`src/rtl/codec_cfg_pkg.sv`:
```
// Shared definitions for the codec SPI configuration sequencer: FSM state
// encoding and the SPI frame width helper.
package codec_cfg_pkg;

   typedef enum logic [3:0] {
      StHoldRst,
      StBoot,
      StLoad,
      StWr,
      StGap,
      StRd,
      StCmp,
      StNext,
      StDone,
      StErr
   } state_e;

   // Frame layout is {address, r/w bit, data}.
   function automatic int unsigned frame_w(input int unsigned addr_w, input int unsigned data_w);
      return addr_w + 1 + data_w;
   endfunction

endpackage

```
`src/rtl/codec_spi_shifter.sv`:
```
// SPI mode-0 frame engine: SCLK divider, half-period counter and tx/rx shift
// registers for one FW-bit frame per start pulse.
module codec_spi_shifter #(
   parameter int unsigned FW      = 16,
   parameter int unsigned CLK_DIV = 25
) (
   input  logic          clk_i,
   input  logic          rst_i,
   input  logic          start_i,
   input  logic [FW-1:0] tx_i,
   output logic [FW-1:0] rx_o,
   output logic          done_o,
   output logic          cs_n_o,
   output logic          sclk_o,
   output logic          mosi_o,
   input  logic          miso_i
);

   localparam int unsigned HalfW = $clog2(2 * FW + 1) + 1;
   localparam int unsigned DivW  = $clog2(CLK_DIV) + 1;

   logic             active_q, active_d;
   logic [DivW-1:0]  div_q, div_d;
   logic [HalfW-1:0] half_q, half_d;
   logic [FW-1:0]    tx_q, tx_d;
   logic [FW-1:0]    rx_q, rx_d;
   logic             cs_n_q, cs_n_d;
   logic             sclk_q, sclk_d;
   logic             mosi_q, mosi_d;
   logic             tick;

   always_comb begin
      active_d = active_q;
      div_d    = div_q;
      half_d   = half_q;
      tx_d     = tx_q;
      rx_d     = rx_q;
      cs_n_d   = cs_n_q;
      sclk_d   = sclk_q;
      mosi_d   = mosi_q;
      done_o   = 1'b0;
      tick     = (div_q == DivW'(CLK_DIV - 1));

      if (!active_q) begin
         if (start_i) begin
            active_d = 1'b1;
            cs_n_d   = 1'b0;
            sclk_d   = 1'b0;
            tx_d     = tx_i;
            mosi_d   = tx_i[FW-1];
            div_d    = '0;
            half_d   = '0;
         end
      end else if (tick) begin
         div_d  = '0;
         half_d = half_q + HalfW'(1);
         // Expiries alternate rise/fall; the one after the last fall ends the frame.
         if (half_q == HalfW'(2 * FW)) begin
            active_d = 1'b0;
            cs_n_d   = 1'b1;
            mosi_d   = 1'b0;
            half_d   = '0;
            done_o   = 1'b1;
         end else if (!half_q[0]) begin
            sclk_d = 1'b1;
            rx_d   = {rx_q[FW-2:0], miso_i};
         end else begin
            sclk_d = 1'b0;
            tx_d   = {tx_q[FW-2:0], 1'b0};
            mosi_d = tx_q[FW-2];
         end
      end else begin
         div_d = div_q + DivW'(1);
      end
   end

   always_ff @(posedge clk_i) begin
      if (rst_i) begin
         active_q <= 1'b0;
         div_q    <= '0;
         half_q   <= '0;
         tx_q     <= '0;
         rx_q     <= '0;
         cs_n_q   <= 1'b1;
         sclk_q   <= 1'b0;
         mosi_q   <= 1'b0;
      end else begin
         active_q <= active_d;
         div_q    <= div_d;
         half_q   <= half_d;
         tx_q     <= tx_d;
         rx_q     <= rx_d;
         cs_n_q   <= cs_n_d;
         sclk_q   <= sclk_d;
         mosi_q   <= mosi_d;
      end
   end

   assign rx_o   = rx_q;
   assign cs_n_o = cs_n_q;
   assign sclk_o = sclk_q;
   assign mosi_o = mosi_q;

endmodule

```
`src/rtl/codec_spi_cfg_seq.sv`:
```
// Codec bring-up sequencer: holds the codec in reset, waits for boot, then
// writes (and optionally read-verifies) every table entry over SPI.
module codec_spi_cfg_seq
   import codec_cfg_pkg::*;
#(
   parameter int unsigned NUM_REGS    = 16,
   parameter int unsigned ADDR_W      = 7,
   parameter int unsigned DATA_W      = 8,
   parameter int unsigned CLK_DIV     = 25,
   parameter int unsigned RST_CYCLES  = 1048575,
   parameter int unsigned BOOT_CYCLES = 4096,
   parameter int unsigned VERIFY      = 1,
   parameter int unsigned MAX_RETRY   = 3
) (
   input  logic              CLK_50MHZ,
   input  logic              RESET,
   input  logic              start,
   output logic [7:0]        tbl_idx,
   input  logic [ADDR_W-1:0] tbl_addr,
   input  logic [DATA_W-1:0] tbl_data,
   output logic              codec_rst_n,
   output logic              spi_cs_n,
   output logic              spi_sclk,
   output logic              spi_mosi,
   input  logic              spi_miso,
   output logic              busy,
   output logic              done,
   output logic              error,
   output logic [7:0]        err_idx
);

   localparam int unsigned FW = frame_w(ADDR_W, DATA_W);

   state_e            state_q, state_d;
   logic [31:0]       cnt_q, cnt_d;
   logic [7:0]        idx_q, idx_d;
   logic [7:0]        attempt_q, attempt_d;
   logic [7:0]        err_idx_q, err_idx_d;
   logic [ADDR_W-1:0] addr_q, addr_d;
   logic [DATA_W-1:0] data_q, data_d;
   logic              rd_q, rd_d;
   logic              sent_q, sent_d;
   logic              codec_rst_n_q, codec_rst_n_d;

   logic              sh_start;
   logic              sh_done;
   logic [FW-1:0]     sh_tx;
   logic [FW-1:0]     sh_rx;
   logic              unused_rx;

   codec_spi_shifter #(
      .FW      (FW),
      .CLK_DIV (CLK_DIV)
   ) u_shifter (
      .clk_i   (CLK_50MHZ),
      .rst_i   (RESET),
      .start_i (sh_start),
      .tx_i    (sh_tx),
      .rx_o    (sh_rx),
      .done_o  (sh_done),
      .cs_n_o  (spi_cs_n),
      .sclk_o  (spi_sclk),
      .mosi_o  (spi_mosi),
      .miso_i  (spi_miso)
   );

   // Address and r/w bits echoed during a read frame are not checked.
   assign unused_rx = ^sh_rx[FW-1:DATA_W];

   always_comb begin
      state_d   = state_q;
      cnt_d     = cnt_q;
      idx_d     = idx_q;
      attempt_d = attempt_q;
      err_idx_d = err_idx_q;
      addr_d    = addr_q;
      data_d    = data_q;
      rd_d      = rd_q;
      sent_d    = sent_q;
      sh_start  = 1'b0;
      sh_tx     = {addr_q, 1'b0, data_q};

      unique case (state_q)
         StHoldRst: begin
            if (cnt_q == RST_CYCLES - 1) begin
               state_d = StBoot;
               cnt_d   = '0;
            end else begin
               cnt_d = cnt_q + 32'd1;
            end
         end
         StBoot: begin
            if (cnt_q == BOOT_CYCLES - 1) begin
               state_d = StLoad;
               cnt_d   = '0;
            end else begin
               cnt_d = cnt_q + 32'd1;
            end
         end
         StLoad: begin
            state_d = StWr;
            sent_d  = 1'b0;
         end
         StWr: begin
            // Table output is valid here, one cycle after tbl_idx was presented.
            if (!sent_q) begin
               sh_start = 1'b1;
               sent_d   = 1'b1;
               addr_d   = tbl_addr;
               data_d   = tbl_data;
               sh_tx    = {tbl_addr, 1'b0, tbl_data};
            end else if (sh_done) begin
               sent_d  = 1'b0;
               rd_d    = 1'b0;
               cnt_d   = '0;
               state_d = StGap;
            end
         end
         StRd: begin
            if (!sent_q) begin
               sh_start = 1'b1;
               sent_d   = 1'b1;
               sh_tx    = {addr_q, 1'b1, {DATA_W{1'b0}}};
            end else if (sh_done) begin
               sent_d  = 1'b0;
               rd_d    = 1'b1;
               cnt_d   = '0;
               state_d = StGap;
            end
         end
         StGap: begin
            if (cnt_q == 2 * CLK_DIV - 1) begin
               cnt_d = '0;
               if (rd_q) begin
                  state_d = StCmp;
               end else if (VERIFY != 0) begin
                  state_d = StRd;
               end else begin
                  state_d = StNext;
               end
            end else begin
               cnt_d = cnt_q + 32'd1;
            end
         end
         StCmp: begin
            if (sh_rx[DATA_W-1:0] == data_q) begin
               state_d = StNext;
            end else if (attempt_q == 8'(MAX_RETRY - 1)) begin
               err_idx_d = idx_q;
               state_d   = StErr;
            end else begin
               attempt_d = attempt_q + 8'd1;
               state_d   = StWr;
            end
         end
         StNext: begin
            attempt_d = '0;
            if (idx_q == 8'(NUM_REGS - 1)) begin
               state_d = StDone;
            end else begin
               idx_d   = idx_q + 8'd1;
               state_d = StLoad;
            end
         end
         StDone, StErr: begin
            if (start) begin
               idx_d     = '0;
               attempt_d = '0;
               cnt_d     = '0;
               state_d   = StLoad;
            end
         end
         default: state_d = StHoldRst;
      endcase

      codec_rst_n_d = (state_d != StHoldRst);
   end

   always_ff @(posedge CLK_50MHZ) begin
      if (RESET) begin
         state_q       <= StHoldRst;
         cnt_q         <= '0;
         idx_q         <= '0;
         attempt_q     <= '0;
         err_idx_q     <= '0;
         addr_q        <= '0;
         data_q        <= '0;
         rd_q          <= 1'b0;
         sent_q        <= 1'b0;
         codec_rst_n_q <= 1'b0;
      end else begin
         state_q       <= state_d;
         cnt_q         <= cnt_d;
         idx_q         <= idx_d;
         attempt_q     <= attempt_d;
         err_idx_q     <= err_idx_d;
         addr_q        <= addr_d;
         data_q        <= data_d;
         rd_q          <= rd_d;
         sent_q        <= sent_d;
         codec_rst_n_q <= codec_rst_n_d;
      end
   end

   assign tbl_idx     = idx_q;
   assign err_idx     = err_idx_q;
   assign codec_rst_n = codec_rst_n_q;
   assign busy        = (state_q != StDone) && (state_q != StErr);
   assign done        = (state_q == StDone);
   assign error       = (state_q == StErr);

endmodule

```
`config.mk`:
```
export PLATFORM = sky130hd
export DESIGN_NAME = codec_spi_cfg_seq
export DESIGN_NICKNAME = d
export VERILOG_FILES = /design/src/rtl/codec_cfg_pkg.sv /design/src/rtl/codec_spi_shifter.sv /design/src/rtl/codec_spi_cfg_seq.sv
export SDC_FILE = /design/constraint.sdc
export NUM_CORES = 1
export LEC_CHECK = 0
export CAP_MARGIN = 20
export CORE_ASPECT_RATIO = 1.75
export CORE_MARGIN = 2
export CORE_UTILIZATION = 50
export CTS_CLUSTER_DIAMETER = 60
export CTS_CLUSTER_SIZE = 14
export DETAILED_ROUTE_END_ITERATION = 6
export PLACE_DENSITY_LB_ADDON = 0.1
export SYNTH_ARGS = -nofsm -noshare
export SYNTH_HDL_FRONTEND = slang
export SYNTH_HIERARCHICAL = 1
export SYNTH_SLANG_ARGS = --single-unit
```
`constraint.sdc`:
```
create_clock -name CLK_50MHZ -period 4.1 [get_ports CLK_50MHZ]
set_input_delay 0.615 -clock CLK_50MHZ [delete_from_list [all_inputs] [get_ports CLK_50MHZ]]
set_output_delay 0.615 -clock CLK_50MHZ [all_outputs]
set_load 0.01 [all_outputs]
```
==> impl_metrics.csv, run 1 <==
group,metric,value,unit
route,drt-total-wl,15400,µm
critical_path,rr_endpoint,"cnt_q[14]$_SDFFE_PP0P_",
floorplanning,dieArea,13400,µm²
critical_path,startpoint,"u_shifter/half_q[0]$_SDFFE_PP0P_",
flow_run,drv_cap,0,
route,drc,0,
critical_path,critPathMaxStageDelay,630,ps
pwr,p_leak,0.00261,µW
route,routedWlPerCell,16.1,µm
global_routing,grt_antenna_before_repair,1,
floorplanning,rows,54,
route,ant_nets,0,
critical_path,cp.depth,10,
sta,hold_viol,0,
critical_path,reg2reg_depth,10,
sta,fin_setup_tns,0,ps
floorplanning,start_util,50.8,%
critical_path,path_max_fanout,14,
place,place_congestion,0.938,
finish,nNetsFinal,805,
yosys,synth_cells,754,
clocking,cts_buffer_depth,2,
pwr,p_per_area,380,nW/µm²
sta,tightest_slew,841,ps
critical_path,path_buf_inv,1,
clocking,cts_tree,"done",
critical_path,cp-start-kind,"flop",
critical_path,ff2ff_setup_slack,810,ps
route,drtPass1Iterations,5,
global_routing,globalRouteOverflowTotal,0,
route,vias,5410,
global_routing,grt_pass1_vias,5377,
critical_path,cp_slowest_cell,"dfxtp_1",
sta,period_share,80.3,%
finish,layout-drive-gt1-share,9.76,%
clocking,post_cts_buffers,0,
place,io_buffers,41,
critical_path,timing_worst_setup_path_type,"reg -> reg",
sta,rsz0062_at_grt,"false",
route,drt-vias-per-instance,5.65,
sta,setup_viol,0,
place,dp_hpwl,11000,µm
floorplanning,die_y,152,µm
critical_path,reg2reg_from,"u_shifter/half_q[0]$_SDFFE_PP0P_",
floorplanning,coreArea,12300,µm²
clocking,cts.clk_slew.worst_paths,60,ps
hold_path,hold_path_class,"reg -> reg",
floorplanning,fp.dieW,88.5,µm
clocking,cts_root_buffer,"clkbuf_16",
finish,syn_to_final_growth,17.6,%
pwr,max-vdd-ir-drop,0.264,mV
finish,post-route-util,59.7,%
route,initialDrtViolationCount,256,
sta,finalMaxSlewViolations,0,
yosys,postSynthAreaPerCell,8.28,µm²
clocking,postCtsResizedCells,0,
clocking,cts_sinks,118,
clocking,cts_inserted_buffers,17,
yosys,ys_warn_count,6,
global_routing,track_usage,23.9,%
clocking,cts.htree.levels,4,
sta,fmax,304,MHz
global_routing,grt_max_degree,79,
clocking,clkLatencyLatePin,410,ps
yosys,synth_nets,783,
critical_path,cp_top_family,"simple AND/OR/NAND/NOR gates",
critical_path,crit_top_cell,"and3_1",
sta,max-slew-margin-rel,43.2,%
status,status,"finished clean",
critical_path,crit_end,"cnt_q[14]$_SDFFE_PP0P_",
finish,multi_input_area,3580,µm²
sta,period_minus_slack,3290,ps
sta,finClkSkew,9.75,ps
yosys,synth_area,6240,µm²
finish,fillers,1125,
critical_path,required,4380,ps
clocking,cts-hold-fix-buffers,0,
critical_path,end_kind,"flop",
floorplanning,io_pins,42,
critical_path,path_cells,"clkinv_1, ha_1, and3_1, and3_1, and3_1, o21a_1, o21ai_1, or3_1, xor2_1, nor2_1",
global_routing,grt_pass1_wl,25600,µm
critical_path,cp.arrival,3580,ps
finish,register_area,2360,µm²
==> worst register-to-register path: cells and delay by family (launching register included) <==
family | cells | cell delay (ps)
and+or+nand+nor | 5 | 910
AOI/OAI and AO/OA | 2 | 700
DFF | 1 | 630
buffers and inverters | 1 | 420
adders and majority gates | 1 | 360
xor gates and xnor gates | 1 | 160
==> final cells by class <==
cell class / count / share of cell area, %
Antenna cell: 1 / 0.0341
Clock buffer: 18 / 5.85
Clock inverter: 14 / 2.71
Inverter: 23 / 1.18
Multi-Input combinational cell: 566 / 48.7
Sequential cell: 118 / 32.2
Tap cell: 168 / 2.86
Timing Repair Buffer: 50 / 6.44
==> flip-flops by register name (all words and copies together) (netlist names) <==
name	flops
u_shifter/half_q	7
rd_q	1
sent_q	1
state_q	4
attempt_q	8
u_shifter/active_q	1
tbl_idx	8
u_shifter/cs_n_o	1
err_idx	8
u_shifter/div_q	6
u_shifter/rx_o	8
u_shifter/mosi_o	1
u_shifter/tx_q	15
cnt_q	32
codec_rst_n	1
data_q	8
addr_q	7
u_shifter/sclk_o	1
==> power by group <==
group          internal, µW  total, µW  switching [µW]  leakage, µW
registers              1150       1150            3.84     0.000951
logic                  22.4       54.0            31.6      0.00135
clock network          1020       1580             558     0.000305
==> worst min-delay path by stage <==
stage	from	endpoint	slack, ps	cells past startpoint
floorplan	addr_q[0]$_SDFFE_PP0P_	addr_q[0]$_SDFFE_PP0P_	440	2
global placement	addr_q[5]$_SDFFE_PP0P_	addr_q[5]$_SDFFE_PP0P_	450	2
detailed placement	addr_q[5]$_SDFFE_PP0P_	addr_q[5]$_SDFFE_PP0P_	460	2
CTS	addr_q[5]$_SDFFE_PP0P_	addr_q[5]$_SDFFE_PP0P_	460	2
global route	addr_q[5]$_SDFFE_PP0P_	addr_q[5]$_SDFFE_PP0P_	490	2
finish	addr_q[5]$_SDFFE_PP0P_	addr_q[5]$_SDFFE_PP0P_	460	2
==> stage by stage <==
step	instance area [µm²]	worst slack [ps]	power, µW	hold WS [ps]	instances
after detailed placement	6710	837	1230	456	925
after CTS	7340	820	2820	464	957
final	7340	807	2790	463	958
after global routing	7340	526	2880	487	958
after floorplan	6240	1180	1210	444	754
after global placement	6710	799	1230	452	925
==> cell usage in the layout (no fill, tap or decap), types with 5 or more instances in the layout <==
cell / instances
inv_1: 21
nor2_1: 94
xnor2_1: 26
nand2_1: 83
a21oi_1: 42
clkbuf_16: 17
xor2_1: 18
and2_1: 6
ha_1: 10
or4_1: 7
o31ai_1: 11
mux2_2: 5
mux2_4: 10
dfxtp_1: 118
nor4_1: 13
nand4_1: 21
nand3_1: 29
buf_4: 9
o21ai_0: 16
nor3_1: 22
a31oi_1: 11
and3_1: 11
mux2i_1: 26
nor2b_1: 22
clkdlybuf4s50_1: 40
or3_1: 5
==> metal layers <==
layer | up-vias | track usage [%] | routed length [µm]
li1 | 2706 | - | -
met1 | 2528 | 25.1 | 5860
met2 | 129 | 42.4 | 8220
met3 | 47 | 4.94 | 544
met4 | 0 | 14.0 | 787
met5 | - | 0 | 0
No activity file was read; power rests on OpenSTA's default activity.
==> run 2: changes to the inputs <==
- clock period: 4.1 -> 3.2 ns (I/O delays scaled with it)
==> impl_metrics.csv, run 2 (same netlist as run 1, synthesis figures left out) <==
group,metric,value,unit
status,status,"finished clean",
route,drt-total-wl,15200,µm
place,io_buffers,41,
clocking,postCtsResizedCells,0,
finish,layout-drive-gt1-share,10.5,%
clocking,clkLatencyLatePin,410,ps
place,place_congestion,0.906,
finish,fillers,1134,
sta,max-slew-margin-rel,42.7,%
sta,period_minus_slack,2930,ps
sta,setup_slack,270,ps
finish,register_area,2360,µm²
sta,fmax,341,MHz
critical_path,end_kind,"flop",
finish,final_cells,962,
place,preCtsSetupSlack,287,ps
route,vias,5490,
route,drc,0,
global_routing,gr-usage-met1,25.4,%
clocking,cts_sinks,118,
hold_path,hold_depth,2,
global_routing,grt_busiest_layer,"met2",
sta,finClkSkew,10.7,ps
floorplanning,die_y,152,µm
finish,nNetsFinal,811,
floorplanning,rows,54,
clocking,cts-hold-fix-buffers,0,
finish,multi_input_area,3580,µm²
place,dp_hpwl,10900,µm
pwr,p_leak,0.00262,µW
clocking,post_cts_buffers,0,
critical_path,cp_slowest_cell,"or3b_4",
finish,most-common-layout-cells,"dfxtp_1, nor2_1, nand2_1",
critical_path,reg2reg_depth,12,
clocking,cts_inserted_buffers,17,
route,drt-vias-per-instance,5.71,
floorplanning,io_pins,42,
global_routing,grt_use_met3,5.32,%
pwr,p_per_area,472,nW/µm²
flow_run,drv_cap,0,
critical_path,path_max_fanout,29,
critical_path,cp.depth,12,
critical_path,crit_top_cell,"buf_4",
floorplanning,dieArea,13400,µm²
global_routing,track_usage,23.7,%
clocking,cts.htree.levels,4,
critical_path,critPathMaxStageDelay,410,ps
sta,tightest_slew,848,ps
route,drtPass1Iterations,5,
finish,final_common_cell,"dfxtp_1",
finish,syn_to_final_growth,17.9,%
global_routing,grt_max_degree,70,
hold_path,hold_path_class,"reg -> reg",
sta,fin_setup_tns,0,ps
route,initialDrtViolationCount,277,
critical_path,cp.arrival,3220,ps
critical_path,cp-start-kind,"flop",
floorplanning,coreArea,12300,µm²
pwr,max-vdd-ir-drop,0.338,mV
clocking,cts_tree,"done",
sta,finalMaxSlewViolations,0,
place,place_inst,931,
critical_path,required,3490,ps
global_routing,grt_pass1_vias,5375,
global_routing,grt_pass1_wl,25200,µm
sta,rsz0062_at_grt,"false",
critical_path,cp_top_family,"simple AND/OR/NAND/NOR gates",
finish,top_regs,"cnt_q (32), u_shifter/tx_q (15)",
clocking,cts.clk_slew.worst_paths,60,ps
finish,num_antenna_cells,0,
sta,period_share,91.6,%
sta,setup_viol,0,
global_routing,grt.met2_usage,42.1,%
clocking,cts_root_buffer,"clkbuf_16",
critical_path,path_cells,"inv_1, ha_1, or3b_4, nor2_4, and3_1, a21boi_1, o32ai_2, nor2_1, buf_4, o31ai_2, buf_4, a211oi_1",
critical_path,path_buf_inv,3,
floorplanning,start_util,50.8,%
finish,largest_register,"cnt_q",
finish,largest_register_ffs,32,
route,routedWlPerCell,15.8,µm
global_routing,globalRouteOverflowTotal,0,
sta,hold_viol,0,
clocking,cts_buffer_depth,2,
critical_path,timing_worst_setup_path_type,"reg -> reg",
route,ant_nets,0,
global_routing,grt_antenna_before_repair,0,
floorplanning,fp.dieW,88.5,µm
-- run 2: changes by cell type in the layout (fill, tap and decap cells not counted), sizes merged --
| cell | delta |
|---|---|
| clkinv | +1 |
| inv | -1 |
| bufinv | -1 |
| diode | -1 |
| clkbuf | -1 |
| buf | +6 |
| clkinvlp | +1 |
-- run 2: cell type report --
cell class / instances / share of cell area (%)
multi-input cells: 566 / 48.6
flip-flops and latches: 118 / 32.1
repair buffers: 56 / 7.04
clock buffers: 17 / 5.78
well taps: 168 / 2.86
clock inverters: 14 / 2.40
inverters: 23 / 1.17
-- run 2: metal layers --
layer,part of all wire [%],vias to the layer above
met5,0,-
met4,3.9,0
met3,3.6,45
met2,54,132
met1,39,2592
li1,-,2721
-- run 2: path summary, 6_finish.rpt --
path | startpoint | to | slack [ps]
max | u_shifter/div_q[0]$_SDFFE_PP0P_ | cnt_q[21]$_SDFFE_PP0P_ | 270
min | addr_q[3]$_SDFFE_PP0P_ | addr_q[3]$_SDFFE_PP0P_ | 460
max reg2reg | u_shifter/div_q[0]$_SDFFE_PP0P_ | cnt_q[21]$_SDFFE_PP0P_ | 270
min reg2reg | addr_q[3]$_SDFFE_PP0P_ | addr_q[3]$_SDFFE_PP0P_ | 460
-- run 2: worst min-delay path, delay by kind of cell, from the launching register on --
family	cells	cell delay, ps
AO/OA/AOI/OAI	1	60
flip-flops	1	300
AND/OR/NAND/NOR	1	60
-- run 2: stage by stage --
stage / hold slack (ps) / area [µm²] / power (µW) / util, %
after floorplan: 444 / 6240 / 1550 / -
after global placement: 450 / 6760 / 1580 / 54.9
after detailed placement: 457 / 6760 / 1580 / 54.9
after CTS: 464 / 7360 / 3510 / 59.8
after global routing: 491 / 7360 / 3580 / 59.8
final: 463 / 7360 / 3470 / 59.8
-- run 2: where the power goes --
group	total (µW)	internal (µW)	switching (µW)	leakage (µW)
Combinational	69.8	28.6	41.2	0.00138
Sequential	1480	1470	5.46	0.000951
Clock	1920	1220	699	0.000290
